### src/rtl/bcd_pkg.sv
// rtl/bcd_pkg.sv - shared BCD constants and helpers for the up/down counter
package bcd_pkg;

  localparam int BCD_W = 4;
  localparam logic [3:0] BCD_MAX = 4'd9;
  localparam logic [3:0] BCD_MIN = 4'd0;

  // Packs an integer into up to 8 BCD digits; used only at elaboration.
  function automatic logic [31:0] to_bcd(input int value, input int ndig);
    logic [31:0] r;
    int v;
    r = '0;
    v = value;
    for (int i = 0; i < 8; i++) begin
      if (i < ndig) begin
        r[i*BCD_W +: BCD_W] = 4'(v % 10);
        v = v / 10;
      end
    end
    return r;
  endfunction

  function automatic logic is_term(input logic [3:0] digit, input logic ud);
    return ud ? (digit == BCD_MIN) : (digit == BCD_MAX);
  endfunction

endpackage

### src/rtl/bcd_digit_cell.sv
// rtl/bcd_digit_cell.sv - one BCD digit with load clamping and 9/0 wrap
import bcd_pkg::*;

module bcd_digit_cell (
  input  logic       clk,
  input  logic       rst_n,
  input  logic       ce_in,
  input  logic       ud,
  input  logic       load,
  input  logic [3:0] ld_digit,
  input  logic [3:0] rst_digit,
  output logic [3:0] digit,
  output logic       ce_out
);

  always_ff @(posedge clk or negedge rst_n) begin
    if (!rst_n) begin
      digit <= rst_digit;
    end else if (load) begin
      digit <= (ld_digit > BCD_MAX) ? BCD_MAX : ld_digit;
    end else if (ce_in) begin
      if (ud)
        digit <= (digit == BCD_MIN) ? BCD_MAX : digit - 4'd1;
      else
        digit <= (digit == BCD_MAX) ? BCD_MIN : digit + 4'd1;
    end
  end

  // Carry/borrow ripples combinationally so every digit moves on the same edge.
  assign ce_out = ce_in & is_term(digit, ud);

endmodule

### src/rtl/bcd_updown_counter_ndig.sv
// rtl/bcd_updown_counter_ndig.sv - N-digit BCD up/down counter with load, wrap/saturate and flags
import bcd_pkg::*;

module bcd_updown_counter_ndig #(
  parameter int NDIG     = 4,
  parameter int RST_VAL  = 0,
  parameter int WRAP_DEF = 1
) (
  input  logic                  clk,
  input  logic                  rst_n,
  input  logic                  en,
  input  logic                  ud,
  input  logic                  load,
  input  logic [4*NDIG-1:0]     load_val,
  input  logic                  sat_mode,
  output logic [4*NDIG-1:0]     cnt,
  output logic                  tc,
  output logic                  wrap_p,
  output logic                  sat,
  output logic                  load_err
);

  generate
    if (NDIG < 1 || NDIG > 8 || WRAP_DEF < 0 || WRAP_DEF > 1) begin : g_param_check
      $error("bcd_updown_counter_ndig: NDIG must be 1..8 and WRAP_DEF 0 or 1");
    end
  endgenerate

  localparam logic [31:0] RST_BCD = to_bcd(RST_VAL, NDIG);

  logic [NDIG:0] ce;
  logic          all_term;
  logic          load_bad;

  always_comb begin
    all_term = 1'b1;
    load_bad = 1'b0;
    for (int i = 0; i < NDIG; i++) begin
      all_term = all_term & is_term(cnt[i*BCD_W +: BCD_W], ud);
      load_bad = load_bad | (load_val[i*BCD_W +: BCD_W] > BCD_MAX);
    end
  end

  // In saturate mode the chain is never started at terminal count, so cnt holds.
  assign ce[0] = en & ~load & ~(sat_mode & all_term);

  genvar g;
  generate
    for (g = 0; g < NDIG; g++) begin : g_digit
      bcd_digit_cell u_cell (
        .clk       (clk),
        .rst_n     (rst_n),
        .ce_in     (ce[g]),
        .ud        (ud),
        .load      (load),
        .ld_digit  (load_val[g*BCD_W +: BCD_W]),
        .rst_digit (RST_BCD[g*BCD_W +: BCD_W]),
        .digit     (cnt[g*BCD_W +: BCD_W]),
        .ce_out    (ce[g+1])
      );
    end
  endgenerate

  // ce[NDIG] covers the wrapping case; the second term covers the held case.
  assign tc = ce[NDIG] | (en & ~load & sat_mode & all_term);

  always_ff @(posedge clk or negedge rst_n) begin
    if (!rst_n) begin
      wrap_p   <= 1'b0;
      sat      <= 1'b0;
      load_err <= 1'b0;
    end else if (load) begin
      wrap_p <= 1'b0;
      sat    <= 1'b0;
      if (load_bad)
        load_err <= 1'b1;
    end else if (en) begin
      wrap_p <= tc & ~sat_mode;
      sat    <= tc & sat_mode;
    end else begin
      wrap_p <= 1'b0;
    end
  end

endmodule

### config.mk
export PLATFORM = sky130hd
export DESIGN_NAME = bcd_updown_counter_ndig
export DESIGN_NICKNAME = d
export VERILOG_FILES = /design/src/rtl/bcd_pkg.sv /design/src/rtl/bcd_digit_cell.sv /design/src/rtl/bcd_updown_counter_ndig.sv
export SDC_FILE = /design/constraint.sdc
export NUM_CORES = 1
export LEC_CHECK = 0
export ABC_CLOCK_PERIOD_IN_PS = 1900
export CAP_MARGIN = 40
export CELL_PAD_IN_SITES_DETAIL_PLACEMENT = 0
export CELL_PAD_IN_SITES_GLOBAL_PLACEMENT = 2
export CORE_MARGIN = 3
export CORE_UTILIZATION = 29
export CTS_CLUSTER_DIAMETER = 120
export DETAILED_ROUTE_END_ITERATION = 10
export GPL_TIMING_DRIVEN = 1
export PLACE_DENSITY_LB_ADDON = 0.1
export SETUP_SLACK_MARGIN = 0.4
export SYNTH_ARGS = -nofsm -noshare
export SYNTH_HDL_FRONTEND = slang
export SYNTH_SLANG_ARGS = --single-unit
### constraint.sdc
create_clock -name clk -period 1.9 [get_ports clk]
set_input_delay 0.19 -clock clk [delete_from_list [all_inputs] [get_ports clk]]
set_output_delay 0.19 -clock clk [all_outputs]
set_load 0.005 [all_outputs]
==> results.yml, run 1 <==
synthesis:
  syn-cell-area_sq_um: 1770
  synthMuxAreaShare_pct: 5.79
  synth-xor-area-share_pct: 3.95
  synth-edff-count: 0
  synth_fa_ha_area_share_pct: 0
  synth.top_cell.area_share_pct: 26.8
  postSynthCellCount: 213
  synth_top_cells_by_area: "dfrtp_1, o21ai_0, mux2i_1"
  avgSynthCellArea_sq_um: 8.32
  synth_top_cell_by_area: "dfrtp_1"
  synth.net_count: 235
  yosys.area_share.simple_pct: 27.5
  synth_compound_area_share_pct: 29.6
  ys_ff_latch: 19
  ys.flop_type: "dfrtp_1"
  seq_area_frac_synth_pct: 26.8
  yosys_warnings: 0
  yosysUniqueCellTypes: 56
  synth_top_family_by_area: "compound AO/OA/AOI/OAI gates"
  synth_async_sr_flop_share_pct: 100
power:
  switching_share_pct: 34.5
  power_frac_comb_pct: 49.8
  pwr-share-seq_pct: 31.0
  p_sw_mw: 0.532
  internal-power_mw: 1.01
  leakage_nw: 1.31
  irDropWorstVdd_v: 0.000255
  p_per_area_nw_per_um2: 520
  pwr-share-clk_pct: 19.2
sta:
  tightest_slew_ns: 0.471
  post-route-min-period_ns: 1.82
  post-route-period-util_pct: 95.7
  hold_viol: 0
  holdWs_ns: 0.265
  finClkSkew_ns: 0.00641
  rsz0062_at_grt: "yes"
  finalSetupViolCount: 0
  final_max_slew_viol_count: 0
  setup-tns-final_ns: 0
  setup_ws_ns: 0.0809
  max-slew-margin-rel_pct: 68.3
  max_freq_mhz: 550
routing:
  drt-initial-drc-count: 70
  vias_per_cell: 5.12
  dr.pass1.iters: 4
  detail_route.wl_per_cell_microns: 15.0
  drc: 0
  totalWireLength_mm: 5.55
  num_vias: 1888
  final_antenna_net_count: 0
clock_tree:
  insertion_delay_ns: 0.26
  cts_tree: "done"
  root_buffer: "clkbuf_8"
  clk_pin_slew_worst_paths_ns: 0.08
  cts.htree.levels: 1
  ctsHoldBuffers: 0
  cts-buffers-inserted: 3
  cts_buffer_depth: 2
  numClockSinks: 19
worst_setup_path:
  worstSetupStartpointType: "register"
  cp-end-kind: "register"
  critical-path-max-stage-delay_ns: 0.42
  crit_chain: "nor3b_4 -> o21ai_4 -> buf_12 -> o41ai_4 -> buf_6 -> mux2i_1 -> o21ai_1"
  path_delay_family: "compound AO/OA/AOI/OAI gates"
  crit_required_ns: 2.05
  cp.arrival_ns: 1.97
  cpMaxStageDelayCell: "dfrtp_1"
  cp_max_fo: 4
  cp_num_buf_inv: 2
  worstSetupPathType: "reg -> reg"
layout:
  finalInstanceArea_sq_um: 2970
  multi_input_area_sq_um: 1390
  area_growth_pct: 67.4
  layout.nets: 320
  ff_latch_area_sq_um: 477
  fillers: 555
  drive_above_1_share_pct: 35.0
  n_antenna_cell: 0
floorplan:
  rows: 27
  dieArea_sq_um: 7090
  core_area_sq_um: 5710
  start_util_pct: 31.1
  ios: 42
  die_h_microns: 84.2
  die_width_microns: 84.2
placed_design:
  place_area_sq_um: 2480
  gp_congestion: 0.795
  pre_cts_ws_ns: -0.466
  dp_hpwl_mm: 3.81
  io_buffers: 41
global_routing:
  gr-usage-all-layers_pct: 15.5
  grt_pass1_wl_mm: 9.23
  grt_pass1_vias: 1950
  grt_antenna_before_repair: 0
  overflow: 0
  grt_max_degree: 26
job:
  max_cap_viol_count: 0
outcome:
  run_status: "complete, no violations"
min_path:
  hold_path_class: "in -> async"
[power groups by stage]
stage / logic, mW / clock network [mW] / registers, mW
3_3_place_gp: 0.596 / 0 / 0.476
2_1_floorplan: 0.341 / 0 / 0.481
6_report: 0.768 / 0.296 / 0.479
5_1_grt: 0.838 / 0.324 / 0.483
4_1_cts: 0.708 / 0.306 / 0.477
3_5_place_dp: 0.606 / 0 / 0.479
[flip-flops by register name, indices dropped and copies added, names as in the netlist]
name,count
wrap_p,1
sat,1
g_digit.u_cell.digit,16
load_err,1
[cell usage in the layout (no fill, tap or decap), drive strengths merged, types with 2 or more instances in the layout]
cell type	Yosys	layout
mux2	2	2
a21oi	11	11
and2	3	3
nor3b	5	5
nand4b	4	4
dfrtp	19	19
nand2	15	15
nand3b	9	9
o22ai	2	2
buf	9	60
nor2b	11	11
xnor2	7	7
dlymetal6s2s	0	3
mux2i	8	8
a22oi	3	3
dlygate4sd2	0	11
a221oi	2	2
inv	4	4
o21ai	25	25
o211ai	3	3
and3b	4	4
a211o	2	2
o31ai	4	4
clkbuf	12	5
clkdlybuf4s50	0	25
o21a	5	5
or2	2	2
nand2b	7	7
nor2	12	12
a211oi	2	2
a221o	2	2
a21boi	2	2
[final timing paths]
check	depth (start not counted)	startpoint	to	slack, ns
worst max-delay path	7	g_digit[1].u_cell.digit[3]	g_digit[0].u_cell.digit[3]	0.08
worst min-delay path	2	rst_n	g_digit[3].u_cell.digit[1]	0.27
worst max register to register	7	g_digit[1].u_cell.digit[3]	g_digit[0].u_cell.digit[3]	0.08
worst min register to register	1	load_err	load_err	0.46
max in group asynchronous	2	rst_n	g_digit[3].u_cell.digit[0]	1.40
min in group clk	1	load_err	load_err	0.46
[metal layers]
metal / GRT usage [%] / up-vias / routed length, microns
met5: 0 / - / 0
met4: 3.07 / 0 / 21
met3: 2.16 / 2 / 143
met2: 28.3 / 31 / 2910
met1: 19.3 / 906 / 2480
li1: - / 949 / -
[synth_stat cells (all sizes together), types with 2 or more instances]
| cell | instances |
|---|---|
| a211o | 2 |
| a211oi | 2 |
| a21boi | 2 |
| a21oi | 11 |
| a221o | 2 |
| a221oi | 2 |
| a22oi | 3 |
| and2 | 3 |
| and3b | 4 |
| buf | 9 |
| clkbuf | 12 |
| dfrtp | 19 |
| inv | 4 |
| mux2 | 2 |
| mux2i | 8 |
| nand2 | 15 |
| nand2b | 7 |
| nand3b | 9 |
| nand4b | 4 |
| nor2 | 12 |
| nor2b | 11 |
| nor3b | 5 |
| o211ai | 3 |
| o21a | 5 |
| o21ai | 25 |
| o22ai | 2 |
| o31ai | 4 |
| or2 | 2 |
| xnor2 | 7 |
[logic make-up after synthesis]
kind of cell / after synthesis
AND/OR/NAND/NOR: 78
flip-flops: 19
multiplexers: 10
XOR/XNOR: 8
buffers and inverters: 25
AO/OA/AOI/OAI: 73
[cell type report]
cell class | instances | share of cell area (%)
sequential | 19 | 16.1
multi-input combinational | 169 | 46.7
inverter | 4 | 0.506
timing repair buffer | 101 | 32.2
tap | 72 | 3.04
clock buffer | 4 | 1.52
[through the flow]
| stage | util (%) | total power [mW] | cells |
|---|---|---|---|
| 6_report | 52.0 | 1.54 | 369 |
| 5_1_grt | 52.0 | 1.64 | 369 |
| 4_1_cts | 49.3 | 1.49 | 360 |
| 3_5_place_dp | 43.5 | 1.09 | 340 |
| 3_3_place_gp | 43.5 | 1.07 | 340 |
| 2_1_floorplan | - | 0.823 | 213 |
[timing repair]
| item | 4_1_cts | 5_1_grt |
|---|---|---|
| endpoints found under the setup margin | 32 | 23 |
| pin swaps | 13 | 13 |
| gates cloned | 1 | 2 |
| buffers inserted | 15 | 7 |
| resized for setup | 55 | 28 |
Note: power is estimated with default switching activity, not from simulation.
==> run 2: changes to the inputs <==
--- a/config.mk
+++ b/config.mk
@@ -5,13 +5,15 @@
 export SDC_FILE = /design/constraint.sdc
 export NUM_CORES = 1
 export LEC_CHECK = 0
-export ABC_CLOCK_PERIOD_IN_PS = 1900
+export ABC_CLOCK_PERIOD_IN_PS = 1820
 export CAP_MARGIN = 40
 export CELL_PAD_IN_SITES_DETAIL_PLACEMENT = 0
 export CELL_PAD_IN_SITES_GLOBAL_PLACEMENT = 2
 export CORE_MARGIN = 3
-export CORE_UTILIZATION = 29
+export CORE_UTILIZATION = 30
+export CTS_BUF_LIST = sky130_fd_sc_hd__clkbuf_8
 export CTS_CLUSTER_DIAMETER = 120
+export CTS_CLUSTER_SIZE = 16
 export DETAILED_ROUTE_END_ITERATION = 10
 export GPL_TIMING_DRIVEN = 1
 export PLACE_DENSITY_LB_ADDON = 0.1
==> constraint.sdc (replaced) <==
create_clock -name clk -period 1.82 [get_ports clk]
set_input_delay 0.182 -clock clk [delete_from_list [all_inputs] [get_ports clk]]
set_output_delay 0.182 -clock clk [all_outputs]
set_load 0.005 [all_outputs]
==> run 2 against run 1 <==
Against the previous run: flip-flop and latch count unchanged; non-clock buffer count up 5; setup slack worse by 0.068 ns; highest routed layer unchanged.
==> results.yml, run 2 (synthesis gave the netlist of run 1 again) <==
outcome:
  run_status: "complete, no violations"
layout:
  top_register: "g_digit.u_cell.digit"
  largest_reg_flops: 16
  utilization_pct: 50.9
  finalInstanceArea_sq_um: 2860
  instances_no_fill: 374
  n_antenna_cell: 0
  final_cell_mix: "buf_4, clkdlybuf4s50_1, buf_6"
  final_common_cell: "buf_4"
  layout.nets: 325
  drive_above_1_share_pct: 31.5
  area_growth_pct: 61.0
floorplan:
  rows: 27
  core_area_sq_um: 5610
  die_h_microns: 82.9
  die_width_microns: 82.9
  ios: 42
  start_util_pct: 31.6
  dieArea_sq_um: 6870
sta:
  finalSetupViolCount: 0
  post-route-min-period_ns: 1.81
  tightest_slew_ns: 0.461
  post-route-period-util_pct: 99.3
  holdWs_ns: 0.262
  hold_viol: 0
  max-slew-margin-rel_pct: 69.0
  max_freq_mhz: 553
  rsz0062_at_grt: "yes"
  finClkSkew_ns: 0.00624
  final_max_slew_viol_count: 0
  setup_ws_ns: 0.0124
routing:
  drt-initial-drc-count: 88
  detail_route.wl_per_cell_microns: 14.0
  drc: 0
  num_vias: 1919
  dr.pass1.iters: 4
  final_antenna_net_count: 0
  vias_per_cell: 5.13
  totalWireLength_mm: 5.22
worst_setup_path:
  r2r_slack_ns: 0.01
  crit_required_ns: 1.96
  timing.rr.end: "g_digit[0].u_cell.digit[3]"
  cp-end-kind: "register"
  r2r_start: "g_digit[1].u_cell.digit[3]"
  worstSetupPathType: "reg -> reg"
  r2r_cells: 7
  cp.arrival_ns: 1.95
  cp_max_fo: 4
  worstSetupStartpointType: "register"
power:
  p_per_area_nw_per_um2: 546
  leakage_nw: 1.28
  irDropWorstVdd_v: 0.000268
placed_design:
  io_buffers: 41
  place_area_sq_um: 2500
  dp_hpwl_mm: 3.86
  pre_cts_ws_ns: -0.415
  dp.cells: 344
  gp_congestion: 0.784
global_routing:
  overflow: 0
  grt_antenna_before_repair: 0
  gr-usage-all-layers_pct: 14.8
  grt_pass1_wl_mm: 8.60
  grt_pass1_vias: 1889
  grt_max_degree: 20
clock_tree:
  cts_buffer_depth: 2
  insertion_delay_ns: 0.26
  cts.htree.levels: 1
  cts_tree: "done"
  clk_pin_slew_worst_paths_ns: 0.08
  root_buffer: "clkbuf_8"
  cts-buffers-inserted: 3
  ctsHoldBuffers: 0
  numClockSinks: 19
job:
  max_cap_viol_count: 0
min_path:
  hold_path_class: "in -> async"
-- run 2: power breakdown --
group / total (mW) / switching [mW] / internal [mW]
Sequential: 0.499 / 0.0398 / 0.459
Clock: 0.302 / 0.152 / 0.150
Combinational: 0.759 / 0.331 / 0.427
Total: 1.56 / 0.523 / 1.04
-- run 2: metal layers --
metal  wire [microns]  vias to the layer above  GRT usage (%)
met5                0                        -              0
met4               48                        0           4.16
met3              144                        6           2.08
met2             2630                       27           26.6
met1             2400                      926           18.3
li1                 -                      960              -
-- run 2: repair_timing --
action                     CTS  global route
gates resized for setup     44            13
pin swaps                   11             9
buffers inserted            23             3
setup endpoints to repair   35            24
-- run 2: how the worst max path moves through the flow --
stage                               startpoint                         end  slack [ns]  depth (start not counted)
floorplan           g_digit[3].u_cell.digit[0]  g_digit[0].u_cell.digit[2]        0.13                          6
global placement                            ud                          tc       -0.37                          7
detailed placement                          ud                          tc       -0.41                          7
CTS                 g_digit[2].u_cell.digit[3]  g_digit[0].u_cell.digit[2]        0.03                          7
global route        g_digit[2].u_cell.digit[3]  g_digit[0].u_cell.digit[2]       -0.04                          7
finish              g_digit[1].u_cell.digit[3]  g_digit[0].u_cell.digit[3]        0.01                          7
-- run 2: critical path, cell delays in order (launching register included) --
cell,delay (ns)
dfrtp_1,0.43
nor3b_4,0.25
o21ai_2,0.10
buf_6,0.14
o41ai_4,0.32
buf_4,0.19
mux2i_1,0.19
o21ai_1,0.07
-- run 2: final cells by class --
cell class	count	area, sq um
well taps	72	90.1
multi-input cells	169	1260
flip-flops and latches	19	478
inverters	4	15.0
fillers	567	2750
clock inverters	1	3.75
repair buffers	106	965
clock buffers	3	41.3
-- run 2: through the flow --
step | power (mW) | TNS [ns]
after floorplan | 0.865 | 0
final | 1.56 | 0
after detailed placement | 1.15 | -5.90
after CTS | 1.55 | 0
after global routing | 1.65 | -0.142
after global placement | 1.13 | -4.72
==> run 3: changes to the inputs <==
--- a/config.mk
+++ b/config.mk
@@ -5,8 +5,9 @@
 export SDC_FILE = /design/constraint.sdc
 export NUM_CORES = 1
 export LEC_CHECK = 0
+export ABC_AREA = 0
 export ABC_CLOCK_PERIOD_IN_PS = 1820
-export CAP_MARGIN = 40
+export CAP_MARGIN = 10
 export CELL_PAD_IN_SITES_DETAIL_PLACEMENT = 0
 export CELL_PAD_IN_SITES_GLOBAL_PLACEMENT = 2
 export CORE_MARGIN = 3
@@ -18,6 +19,7 @@
 export GPL_TIMING_DRIVEN = 1
 export PLACE_DENSITY_LB_ADDON = 0.1
 export SETUP_SLACK_MARGIN = 0.4
+export SKIP_LAST_GASP = 1
 export SYNTH_ARGS = -nofsm -noshare
 export SYNTH_HDL_FRONTEND = slang
 export SYNTH_SLANG_ARGS = --single-unit
==> run 3 against run 2 <==
Against the previous run: global-route usage is the same; first-iteration DRC count unchanged; maximum frequency about the same; setup slack hardly changed; largest power group unchanged; sequential share of layout area is essentially flat; routed wire length hardly changed; highest routed layer unchanged; critical path type unchanged; power hardly changed; critical path depth is the same.
==> results.yml, run 3 (synthesis gave the netlist of run 1 again) <==
routing:
  num_vias: 1919
  drt-initial-drc-count: 88
  detail_route.wl_per_cell_microns: 14.0
  final_antenna_net_count: 0
  drc: 0
  vias_per_cell: 5.13
  totalWireLength_mm: 5.23
  dr.pass1.iters: 4
floorplan:
  core_area_sq_um: 5610
  dieArea_sq_um: 6870
  die_h_microns: 82.9
  rows: 27
  start_util_pct: 31.6
  die_width_microns: 82.9
  ios: 42
layout:
  final_cell_mix: "buf_4, clkdlybuf4s50_1, buf_6"
  n_antenna_cell: 0
  largest_reg_flops: 16
  final_common_cell: "buf_4"
  area_growth_pct: 60.9
  instances_no_fill: 374
  layout.nets: 325
  fillers: 568
  top_register: "g_digit.u_cell.digit"
  drive_above_1_share_pct: 31.5
sta:
  final_max_slew_viol_count: 0
  max_freq_mhz: 553
  finalSetupViolCount: 0
  max-slew-margin-rel_pct: 69.0
  rsz0062_at_grt: "yes"
  tightest_slew_ns: 0.461
  setup-tns-final_ns: 0
  finClkSkew_ns: 0.00645
  hold_viol: 0
  post-route-min-period_ns: 1.81
  post-route-period-util_pct: 99.3
worst_setup_path:
  cp_max_fo: 4
  r2r_start: "g_digit[1].u_cell.digit[3]"
  crit_required_ns: 1.96
  worstSetupPathType: "reg -> reg"
  r2r_cells: 7
  cp-end-kind: "register"
  timing.rr.end: "g_digit[0].u_cell.digit[3]"
  cp.arrival_ns: 1.95
  worstSetupStartpointType: "register"
  r2r_slack_ns: 0.01
clock_tree:
  cts-buffers-inserted: 3
  cts_tree: "done"
  numClockSinks: 19
  cts_buffer_depth: 2
  root_buffer: "clkbuf_8"
  clk_pin_slew_worst_paths_ns: 0.08
  cts.htree.levels: 1
  insertion_delay_ns: 0.26
placed_design:
  dp.cells: 344
  io_buffers: 41
  gp_congestion: 0.784
  dp_hpwl_mm: 3.86
power:
  p_per_area_nw_per_um2: 547
  leakage_nw: 1.27
  irDropWorstVdd_v: 0.000268
global_routing:
  grt_pass1_wl_mm: 8.60
  gr-usage-all-layers_pct: 14.8
  grt_max_degree: 20
  overflow: 0
  grt_pass1_vias: 1889
  grt_antenna_before_repair: 0
outcome:
  run_status: "complete, no violations"
min_path:
  hold_path_class: "in -> async"
job:
  max_cap_viol_count: 0
-- run 3: changes by cell type in the layout (fill, tap and decap cells not counted), sizes merged --
cell           before  now
clkdlybuf4s50      23   24
dlymetal6s2s        1    0
-- run 3: layout make-up --
type	instances	area (sq um)	share of cell area, %
clock inverter	1	3.75	0.132
sequential	19	478	16.8
timing repair buffer	106	962	33.7
clock buffer	3	41.3	1.45
tap	72	90.1	3.16
inverter	4	15.0	0.526
multi-input combinational	169	1260	44.3
-- run 3: per-layer routing --
layer | vias to the layer above | track usage (%) | part of all wire (%)
li1 | 960 | - | -
met1 | 926 | 18.3 | 46
met2 | 27 | 26.6 | 50
met3 | 6 | 2.08 | 2.7
met4 | 0 | 4.16 | 0.92
met5 | - | 0 | 0
-- run 3: worst max-delay path: stages, from the launching register on --
cell	delay, ns
dfrtp_1	0.43
nor3b_4	0.25
o21ai_2	0.10
buf_6	0.14
o41ai_4	0.32
buf_4	0.19
mux2i_1	0.19
o21ai_1	0.07
-- run 3: report_power, final --
group          total, mW  switching, mW  internal (mW)
clock              0.303          0.152          0.150
sequential         0.499         0.0398          0.459
combinational      0.759          0.332          0.428
total               1.56          0.524           1.04
-- run 3: repair_timing --
action                                  CTS  global route
hold buffers                              0             0
setup buffers                            23             3
resized for setup                        44            12
endpoints found under the setup margin   35            24
cloned                                    0             0
pin swaps                                11             9
-- run 3: stage by stage --
| step | cell area (sq um) | power (mW) | hold slack [ns] | utilization, % | setup slack [ns] |
|---|---|---|---|---|---|
| final | 2850 | 1.56 | 0.262 | 50.9 | 0.0121 |
| after floorplan | 1820 | 0.865 | -0.114 | - | 0.127 |
| after detailed placement | 2500 | 1.15 | 0.463 | 44.6 | -0.415 |
| after global routing | 2850 | 1.66 | 0.289 | 50.9 | -0.0435 |
| after global placement | 2500 | 1.13 | 0.441 | 44.6 | -0.371 |
| after CTS | 2810 | 1.55 | 0.272 | 50.0 | 0.0290 |
-- run 3: how the worst max path moves through the flow --
| stage | to | slack (ns) | startpoint |
|---|---|---|---|
| 5_1_grt | g_digit[0].u_cell.digit[2] | -0.04 | g_digit[2].u_cell.digit[3] |
| 2_1_floorplan | g_digit[0].u_cell.digit[2] | 0.13 | g_digit[3].u_cell.digit[0] |
| 3_5_place_dp | tc | -0.41 | ud |
| 4_1_cts | g_digit[0].u_cell.digit[2] | 0.03 | g_digit[2].u_cell.digit[3] |
| 6_report | g_digit[0].u_cell.digit[3] | 0.01 | g_digit[1].u_cell.digit[3] |
| 3_3_place_gp | tc | -0.37 | ud |
